<file path="src/rtl/clk_div_monitor.sv">
// Synchronises a divided clock into clk, measures each high/low phase and
// checks them against expected lengths, reporting errors, a period count and lock.
//
//   state     | meaning
//   ----------+------------------------------------------------------------
//   ACQUIRE   | waiting for the first synchronised rise; partial periods dropped
//   MEAS_HIGH | timing the high phase, captured into high_len on the fall
//   MEAS_LOW  | timing the low phase, captured into low_len and checked on the rise
module clk_div_monitor #(
    parameter int SYNC_STAGES = 2,
    parameter int CNT_W       = 8,
    parameter int EXP_HIGH    = 3,
    parameter int EXP_LOW     = 3,
    parameter int LOCK_CNT    = 4,
    parameter int PCNT_W      = 16
) (
    input  logic              clk,
    input  logic              rst,
    input  logic              en,
    input  logic              div_in,
    input  logic              err_clr,
    output logic              rise_pulse,
    output logic              fall_pulse,
    output logic [CNT_W-1:0]  high_len,
    output logic [CNT_W-1:0]  low_len,
    output logic              len_valid,
    output logic              err,
    output logic              err_sticky,
    output logic              locked,
    output logic [PCNT_W-1:0] period_count
);

    typedef enum logic [1:0] {
        ACQUIRE   = 2'd0,
        MEAS_HIGH = 2'd1,
        MEAS_LOW  = 2'd2
    } state_t;

    localparam logic [CNT_W-1:0] RUN_MAX  = '1;
    localparam logic [CNT_W-1:0] EXP_H    = CNT_W'(EXP_HIGH);
    localparam logic [CNT_W-1:0] EXP_L    = CNT_W'(EXP_LOW);
    localparam logic [3:0]       LOCK_VAL = 4'(LOCK_CNT);

    state_t                 state;
    state_t                 state_next;
    logic [SYNC_STAGES-1:0] sync_q;
    logic                   hist_q;
    logic                   sync_lvl;
    logic                   rise_cond;
    logic                   fall_cond;
    logic [CNT_W-1:0]       run_cnt;
    logic                   run_sat;
    logic [3:0]             good_cnt;
    logic                   cap_high;
    logic                   cap_low;
    logic                   period_done;
    logic                   period_bad;

    assign sync_lvl  = sync_q[SYNC_STAGES-1];
    assign rise_cond = sync_lvl & ~hist_q;
    assign fall_cond = ~sync_lvl & hist_q;
    assign run_sat   = (run_cnt == RUN_MAX);
    assign locked    = (good_cnt == LOCK_VAL);

    // The synchroniser and run counter keep running while disabled so that
    // re-enabling never sees a stale level.
    always_ff @(posedge clk or negedge rst) begin
        if (!rst) begin
            sync_q  <= '0;
            hist_q  <= 1'b0;
            run_cnt <= '0;
        end else begin
            sync_q <= {sync_q[SYNC_STAGES-2:0], div_in};
            hist_q <= sync_lvl;
            if (rise_cond || fall_cond) begin
                run_cnt <= CNT_W'(1);
            end else if (!run_sat) begin
                run_cnt <= run_cnt + CNT_W'(1);
            end
        end
    end

    always_ff @(posedge clk or negedge rst) begin
        if (!rst) begin
            state <= ACQUIRE;
        end else begin
            state <= state_next;
        end
    end

    // Saturation takes priority over an edge in the same cycle: the phase is
    // already too long to be trusted.
    always_comb begin
        state_next  = state;
        cap_high    = 1'b0;
        cap_low     = 1'b0;
        period_done = 1'b0;
        period_bad  = 1'b0;
        if (!en) begin
            state_next = ACQUIRE;
        end else begin
            unique case (state)
                ACQUIRE: begin
                    if (rise_cond) begin
                        state_next = MEAS_HIGH;
                    end
                end
                MEAS_HIGH: begin
                    if (run_sat) begin
                        period_bad = 1'b1;
                        state_next = ACQUIRE;
                    end else if (fall_cond) begin
                        cap_high   = 1'b1;
                        state_next = MEAS_LOW;
                    end
                end
                MEAS_LOW: begin
                    if (run_sat) begin
                        period_bad = 1'b1;
                        state_next = ACQUIRE;
                    end else if (rise_cond) begin
                        cap_low     = 1'b1;
                        period_done = 1'b1;
                        state_next  = MEAS_HIGH;
                        if ((high_len != EXP_H) || (run_cnt != EXP_L)) begin
                            period_bad = 1'b1;
                        end
                    end
                end
                default: begin
                    state_next = ACQUIRE;
                end
            endcase
        end
    end

    always_ff @(posedge clk or negedge rst) begin
        if (!rst) begin
            rise_pulse   <= 1'b0;
            fall_pulse   <= 1'b0;
            high_len     <= '0;
            low_len      <= '0;
            len_valid    <= 1'b0;
            err          <= 1'b0;
            err_sticky   <= 1'b0;
            good_cnt     <= '0;
            period_count <= '0;
        end else begin
            rise_pulse <= rise_cond & en;
            fall_pulse <= fall_cond & en;
            len_valid  <= period_done;
            err        <= period_bad;
            if (cap_high) begin
                high_len <= run_cnt;
            end
            if (cap_low) begin
                low_len <= run_cnt;
            end
            if (period_done) begin
                period_count <= period_count + PCNT_W'(1);
            end
            if (!en || period_bad) begin
                good_cnt <= '0;
            end else if (period_done && (good_cnt != LOCK_VAL)) begin
                good_cnt <= good_cnt + 4'd1;
            end
            // A new error outranks a simultaneous clear.
            if (period_bad) begin
                err_sticky <= 1'b1;
            end else if (err_clr) begin
                err_sticky <= 1'b0;
            end
        end
    end

endmodule

</file>
<file path="config.mk">
export PLATFORM = sky130hd
export DESIGN_NAME = clk_div_monitor
export DESIGN_NICKNAME = d
export VERILOG_FILES = /design/src/rtl/clk_div_monitor.sv
export SDC_FILE = /design/constraint.sdc
export NUM_CORES = 1
export LEC_CHECK = 0
export CORE_UTILIZATION = 45
export DETAILED_ROUTE_END_ITERATION = 8
export GPL_TIMING_DRIVEN = 0
export PLACE_DENSITY = 0.72
export SLEW_MARGIN = 20
export SYNTH_ARGS = -nofsm -noshare
export SYNTH_HDL_FRONTEND = slang
export SYNTH_SLANG_ARGS = --single-unit
</file>
<file path="constraint.sdc">
create_clock -name clk -period 5.6 [get_ports clk]
set_input_delay 0.56 -clock clk [delete_from_list [all_inputs] [get_ports clk]]
set_output_delay 0.56 -clock clk [all_outputs]
set_load 0.005 [all_outputs]
</file>
==> results of run 1 <==
sequential cells by signal, summed over array words and instances (netlist names), 2 cells and up:
| register | count |
|---|---|
| state | 2 |
| high_len | 8 |
| good_cnt | 4 |
| run_cnt | 8 |
| low_len | 8 |
| period_count | 16 |
| sync_q | 2 |
critical path: cells and delay by family, from the launching register on:
family,cells,cell delay [ps]
AND/OR/NAND/NOR,1,150
adder cells (fa/ha/maj),1,160
flip-flops,1,430
buffers and inverters,3,780
where the power goes:
group,switching (mW),internal [mW],leakage (nW)
sequential,0.0231,0.416,0.730
combinational,0.0544,0.0671,0.686
clock,0.126,0.0856,0.0362
kinds of logic (layout without fill, tap and decap cells):
| logic type | after synthesis | count (layout) |
|---|---|---|
| adders and majority gates | 10 | 10 |
| and+or+nand+nor | 97 | 97 |
| AOI/OAI and AO/OA | 31 | 31 |
| xor gates and xnor gates | 19 | 19 |
| DFF | 54 | 54 |
| muxes | 8 | 8 |
| buffers and inverters | 21 | 69 |
metal layers:
metal / wire, µm / up-vias / global-route usage [%]
met2: 2350 / 45 / 30.7
met5: 0 / - / 0
met3: 202 / 6 / 4.05
li1: - / 918 / -
met1: 2400 / 919 / 25.1
met4: 63 / 0 / 6.23
layout make-up:
| cell class | instances | area (µm²) |
|---|---|---|
| repair buffers | 41 | 408 |
| fillers | 481 | 2150 |
| clock inverters | 2 | 15.0 |
| inverters | 13 | 48.8 |
| plain buffers | 8 | 38.8 |
| multi-input cells | 165 | 1100 |
| flip-flops and latches | 54 | 1350 |
| well taps | 70 | 87.6 |
| clock buffers | 5 | 68.8 |
worst max path at each step:
stage | endpoint | depth (start not counted) | start
floorplan | good_cnt[3]$_DFFE_PN0P_ | 6 | run_cnt[0]$_DFFE_PN0P_
CTS | locked | 5 | good_cnt[0]$_DFFE_PN0P_
global route | locked | 5 | good_cnt[0]$_DFFE_PN0P_
finish | locked | 5 | good_cnt[0]$_DFFE_PN0P_
global placement | low_len[4]$_DFFE_PN0P_ | 1 | rst
detailed placement | period_count[10]$_DFFE_PN0P_ | 5 | run_cnt[0]$_DFFE_PN0P_
synth_stat cells (2+ instances only):
cell and instances:
a21oi_1 9, a2bb2oi_1 2, and2_1 3, and3_1 3, and3b_1 2, buf_2 7, dfrtp_1 54, ha_1 10
inv_1 13, mux2_2 8, nand2_1 42, nand3_1 8, nand3b_1 2, nand4_1 6, nor2_1 10, nor2b_1 2
nor3_1 4, nor4_1 2, o2111ai_1 2, o211a_1 2, o21ai_0 6, o22ai_1 2, o31ai_1 2, or3_1 3
xnor2_1 10, xor2_1 8
layout by cell type (no fill, tap or decap), types with 5 or more instances in the layout:
master           synthesis  routed
dfrtp_1                 54      54
nand2_1                 42      42
clkdlybuf4s50_1          0      40
inv_1                   13      13
nor2_1                  10      10
xnor2_1                 10      10
ha_1                    10      10
a21oi_1                  9       9
nand3_1                  8       8
xor2_1                   8       8
mux2_2                   8       8
buf_2                    7       7
nand4_1                  6       6
o21ai_0                  6       6
clkbuf_8                 0       5
through the flow:
stage	setup WS, ps	utilization (%)	instances	power [mW]
3_3_place_gp	2350	57.6	351	0.566
6_report	3210	59.2	358	0.772
5_1_grt	3060	59.2	358	0.812
2_1_floorplan	3790	-	240	0.502
4_1_cts	3200	59.2	358	0.781
3_5_place_dp	3460	57.6	351	0.569
==> results by group, run 1 <==
GRT
  • Initial antenna violation count: 0
  • Largest net degree at the start of global routing: 55
  • GRT Overall Usage: 18.9%
  • First-pass GRT wire length: 8890 µm
  • Gr ovfl total: 0
  • Vias in the first global route: 1,907

Status
  • Status: finished, final reports clean

Clocking
  • Skew-Pair Late Insertion Delay: 300 ps
  • Clock root buffer: clkbuf_8
  • Hold_buf cts: 0
  • Clock buffer depth: 2
  • Post-CTS Resized: 0
  • Clock Pin Slew Worst Setup and Hold Paths: 90 ps
  • CTS tree: yes
  • Total CTS buffers: 5
  • Clk sinks: 54
  • Post-CTS Setup Inserts: 0
  • H-Tree Depth: 2

Synth
  • Mean area per synthesized cell: 10.6 µm²
  • Xor-xnor portion of the synthesized cell area: 6.85%
  • Async SR Flop Fraction: 100%
  • Seq cells post-synth: 54
  • Post-synth EDFFs: 0
  • Yosys cell types: 44
  • Post-synth top area share: 53.2%
  • Largest area contributor in the netlist: dfrtp_1
  • Synth top area cells: dfrtp_1 53%, nand2_1 6.2%, ha_1 4.9%
  • Adder-Cell Fraction of Synth Area: 4.93%
  • Complex-gate fraction of the synthesized area: 8.08%
  • Post-synthesis simple-gate area fraction: 19.9%
  • Sequential area share after synthesis: 53.2%
  • Syn Inst Count: 240
  • Syn Nets: 255
  • Synthesized area: 2540 µm²
  • Main combinational cell family by area after synthesis: simple AND/OR/NAND/NOR gates
  • Post-synthesis mux area share: 3.55%
  • Main flop type after synthesis: dfrtp_1
  • Yosys warns: 0

Placed design
  • Port buffer count: 41
  • Placed cell area: 3030 µm²
  • DP HPWL: 3530 µm
  • Routability cong.: 0.794

Die
  • # rows: 26
  • Die height: 77.1 µm
  • Full die area: 5950 µm²
  • I/O pins: 43
  • DIE WIDTH: 77.1 µm
  • Core Area: 5270 µm²
  • Starting Density: 48.2%

Worst setup path
  • Worst Path Class, Setup: reg2out
  • Crit path DAT: 1830 ps
  • Required time worst endpoint: 5040 ps
  • CP max-delay cell: clkdlybuf4s50_1
  • Crit path cell chain: inv_1 > ha_1 > and3b_1 > clkbuf_1 > clkdlybuf4s50_1
  • CP endpoint kind: output pin
  • Reg-to-Reg Start: run_cnt[0]$_DFFE_PN0P_
  • Reg2Reg Depth: 5
  • Critical Path Fanout Max: 6
  • Worst reg2reg path endpoint: period_count[10]$_DFFE_PN0P_
  • CP peak stage delay: 530 ps
  • Reg2reg setup slack: 3470 ps
  • Startpoint types: flip-flop

Power and ir drop
  • PwrDens: 248 nW/µm²
  • VDD IR max: 0.144 mV
  • Static Leakage: 1.45 nW

STA
  • Setup Viol. Count Final: 0
  • Achievable Freq: 419 MHz
  • RSZ-0062 raised after global routing: false
  • Max-slew violations: 0
  • Hold_ws: 280 ps
  • Final period util: 42.6%
  • Pin slew with the least headroom to its limit: 721 ps
  • Setup TNS: 0 ps
  • Fin. Hold Viols: 0
  • Slew HR: 51.6%
  • Final min period: 2390 ps
  • Worst Clk Skew: 5.12 ps

Routing
  • Routed length per instance: 14.0 µm
  • Initial DRC count: 78
  • Antenna Nets Post-Route: 0
  • Vias: 1,888
  • Drt pass-1 iters: 4
  • Number of vias per cell: 5.27
  • Final WL: 5010 µm
  • DRC errors left: 0

Final layout
  • Final instance area: 3120 µm²
  • Nets: 303
  • Share of cells above drive strength 1: 10.8%
  • Antenna cell count: 0
  • Layout area overhead: 22.8%

Job
  • Maxcap violations: 0

Hold path
  • Min-delay worst type: in2async
Power figures use the tool's default switching activity.
==> run 2: changes to the inputs <==
==> constraint.sdc (replaced) <==
create_clock -name clk -period 2.4 [get_ports clk]
set_input_delay 0.24 -clock clk [delete_from_list [all_inputs] [get_ports clk]]
set_output_delay 0.24 -clock clk [all_outputs]
set_load 0.005 [all_outputs]
==> results by group, run 2 (synthesized netlist as in run 1, its figures left out) <==
Die
  • I/O pins: 43
  • Die height: 77.1 µm
  • Full die area: 5950 µm²
  • DIE WIDTH: 77.1 µm
  • Core Area: 5270 µm²
  • # rows: 26
  • Starting Density: 48.2%

Worst setup path
  • Critical Path Fanout Max: 7
  • Worst Path Class, Setup: reg2reg
  • CP endpoint kind: flip-flop
  • CP max-delay cell: a211oi_1
  • Crit path DAT: 2330 ps
  • Reg2reg setup slack: 270 ps
  • Startpoint types: flip-flop
  • Reg-to-Reg Start: run_cnt[0]$_DFFE_PN0P_
  • Worst reg2reg path endpoint: period_count[10]$_DFFE_PN0P_
  • CP top delay family: compound AO/OA/AOI/OAI gates
  • Crit path cell chain: ha_1 > and3_1 > a211oi_1 > nand4_1 > xnor2_1
  • Required time worst endpoint: 2600 ps
  • CP peak stage delay: 640 ps
  • Reg2Reg Depth: 5
  • Stages on the worst setup path: 5
  • Worst path bufs/invs: 0

STA
  • Final period util: 88.9%
  • Worst Clk Skew: 5.12 ps
  • Final min period: 2130 ps
  • RSZ-0062 raised after global routing: false
  • Pin slew with the least headroom to its limit: 721 ps
  • Achievable Freq: 468 MHz
  • Setup Viol. Count Final: 0
  • Setup TNS: 0 ps
  • Fin. Hold Viols: 0
  • Max-slew violations: 0
  • Hold_ws: 256 ps
  • Slew HR: 51.6%

Power and ir drop
  • Switching share of power: 26.3%
  • VDD IR max: 0.337 mV
  • PwrDens: 576 nW/µm²
  • Static Leakage: 1.46 nW
  • Switching power: 0.474 mW
  • Comb pwr share: 15.8%
  • Internal power: 1.33 mW
  • Seq pwr share: 56.8%
  • Clock power share: 27.3%

Final layout
  • Final instance area: 3130 µm²
  • Most frequent cells in the layout: 54 x dfrtp_1, 42 x nand2_1, 40 x clkdlybuf4s50_1
  • Share of cells above drive strength 1: 10.7%
  • Layout area overhead: 23.2%
  • Nets: 304
  • Antenna cell count: 0
  • Most common cell after layout, fill and taps aside: dfrtp_1
  • Layout Cells excl Fill: 359
  • Max reg flops: 16
  • Reg with most FFs: period_count
  • Final Core Density: 59.4%

Placed design
  • DP HPWL: 3530 µm
  • Placed cell area: 3030 µm²
  • Routability cong.: 0.794
  • Port buffer count: 41
  • Placed insts: 351

Job
  • Maxcap violations: 0

Clocking
  • Clock root buffer: clkbuf_8
  • Post-CTS Resized: 0
  • Clock buffer depth: 2
  • Total CTS buffers: 5
  • Skew-Pair Late Insertion Delay: 300 ps
  • CTS tree: yes
  • Clock Pin Slew Worst Setup and Hold Paths: 90 ps
  • H-Tree Depth: 2
  • Clk sinks: 54

Hold path
  • Hold path endpoint: state[1]$_DFFE_PN0P_
  • Min-Delay Startpoint: en
  • Hold Path Stages: 3
  • Min-delay worst type: in2reg

Status
  • Status: finished, final reports clean

GRT
  • GRT Overall Usage: 18.9%
  • Initial antenna violation count: 0
  • First-pass GRT wire length: 8890 µm
  • Gr ovfl total: 0
  • Vias in the first global route: 1,907
  • Largest net degree at the start of global routing: 55

Routing
  • Final WL: 5020 µm
  • DRC errors left: 0
  • Antenna Nets Post-Route: 0
  • Drt pass-1 iters: 4
  • Vias: 1,892
  • Initial DRC count: 83
  • Number of vias per cell: 5.27
  • Routed length per instance: 14.0 µm
[run 2: changes by cell type in the layout (fill, tap and decap cells not counted)]
cell,change
dlygate4sd3_1,+1
[run 2: through the flow]
step | worst slack, ps | power [mW]
5_1_grt | 172 | 1.90
6_report | 265 | 1.80
3_3_place_gp | -534 | 1.32
3_5_place_dp | 262 | 1.33
2_1_floorplan | 587 | 1.17
4_1_cts | 251 | 1.82
[run 2: worst max path at each step]
stage | from | endpoint | slack (ps)
6_report | run_cnt[0]$_DFFE_PN0P_ | period_count[10]$_DFFE_PN0P_ | 270
5_1_grt | run_cnt[0]$_DFFE_PN0P_ | period_count[8]$_DFFE_PN0P_ | 170
2_1_floorplan | run_cnt[0]$_DFFE_PN0P_ | good_cnt[3]$_DFFE_PN0P_ | 590
4_1_cts | run_cnt[0]$_DFFE_PN0P_ | period_count[10]$_DFFE_PN0P_ | 250
3_5_place_dp | run_cnt[0]$_DFFE_PN0P_ | period_count[10]$_DFFE_PN0P_ | 260
3_3_place_gp | rst | low_len[4]$_DFFE_PN0P_ | -530
[run 2: area by class of cell]
cell class	count	area (µm²)
Clock buffer	5	68.8
Sequential cell	54	1350
Multi-Input combinational cell	165	1100
Tap cell	70	87.6
Timing Repair Buffer	42	418
Clock inverter	2	15.0
Fill cell	480	2140
Inverter	13	48.8
Buffer	8	38.8
[run 2: power by group through the flow]
| stage | registers (mW) | logic [mW] | clock network, mW |
|---|---|---|---|
| CTS | 1.03 | 0.286 | 0.512 |
| detailed placement | 1.04 | 0.283 | 0 |
| finish | 1.02 | 0.285 | 0.493 |
| floorplan | 1.03 | 0.139 | 0 |
| global route | 1.04 | 0.318 | 0.541 |
| global placement | 1.04 | 0.277 | 0 |
[run 2: per-layer routing]
layer / wire, µm / track usage, %
met4: 63 / 6.23
met1: 2410 / 25.1
met2: 2350 / 30.7
met3: 197 / 3.93
met5: 0 / 0
[run 2: what timing repair did]
action / 4_1_cts / 5_1_grt
hold buffers: 1 / 0
endpoints found under the hold margin: 54 / 0
setup buffers: 0 / 0
[run 2: worst min-delay path, cell delays in order]
cell	delay, ps
buf_2	150
nand2_1	60
o22ai_1	70
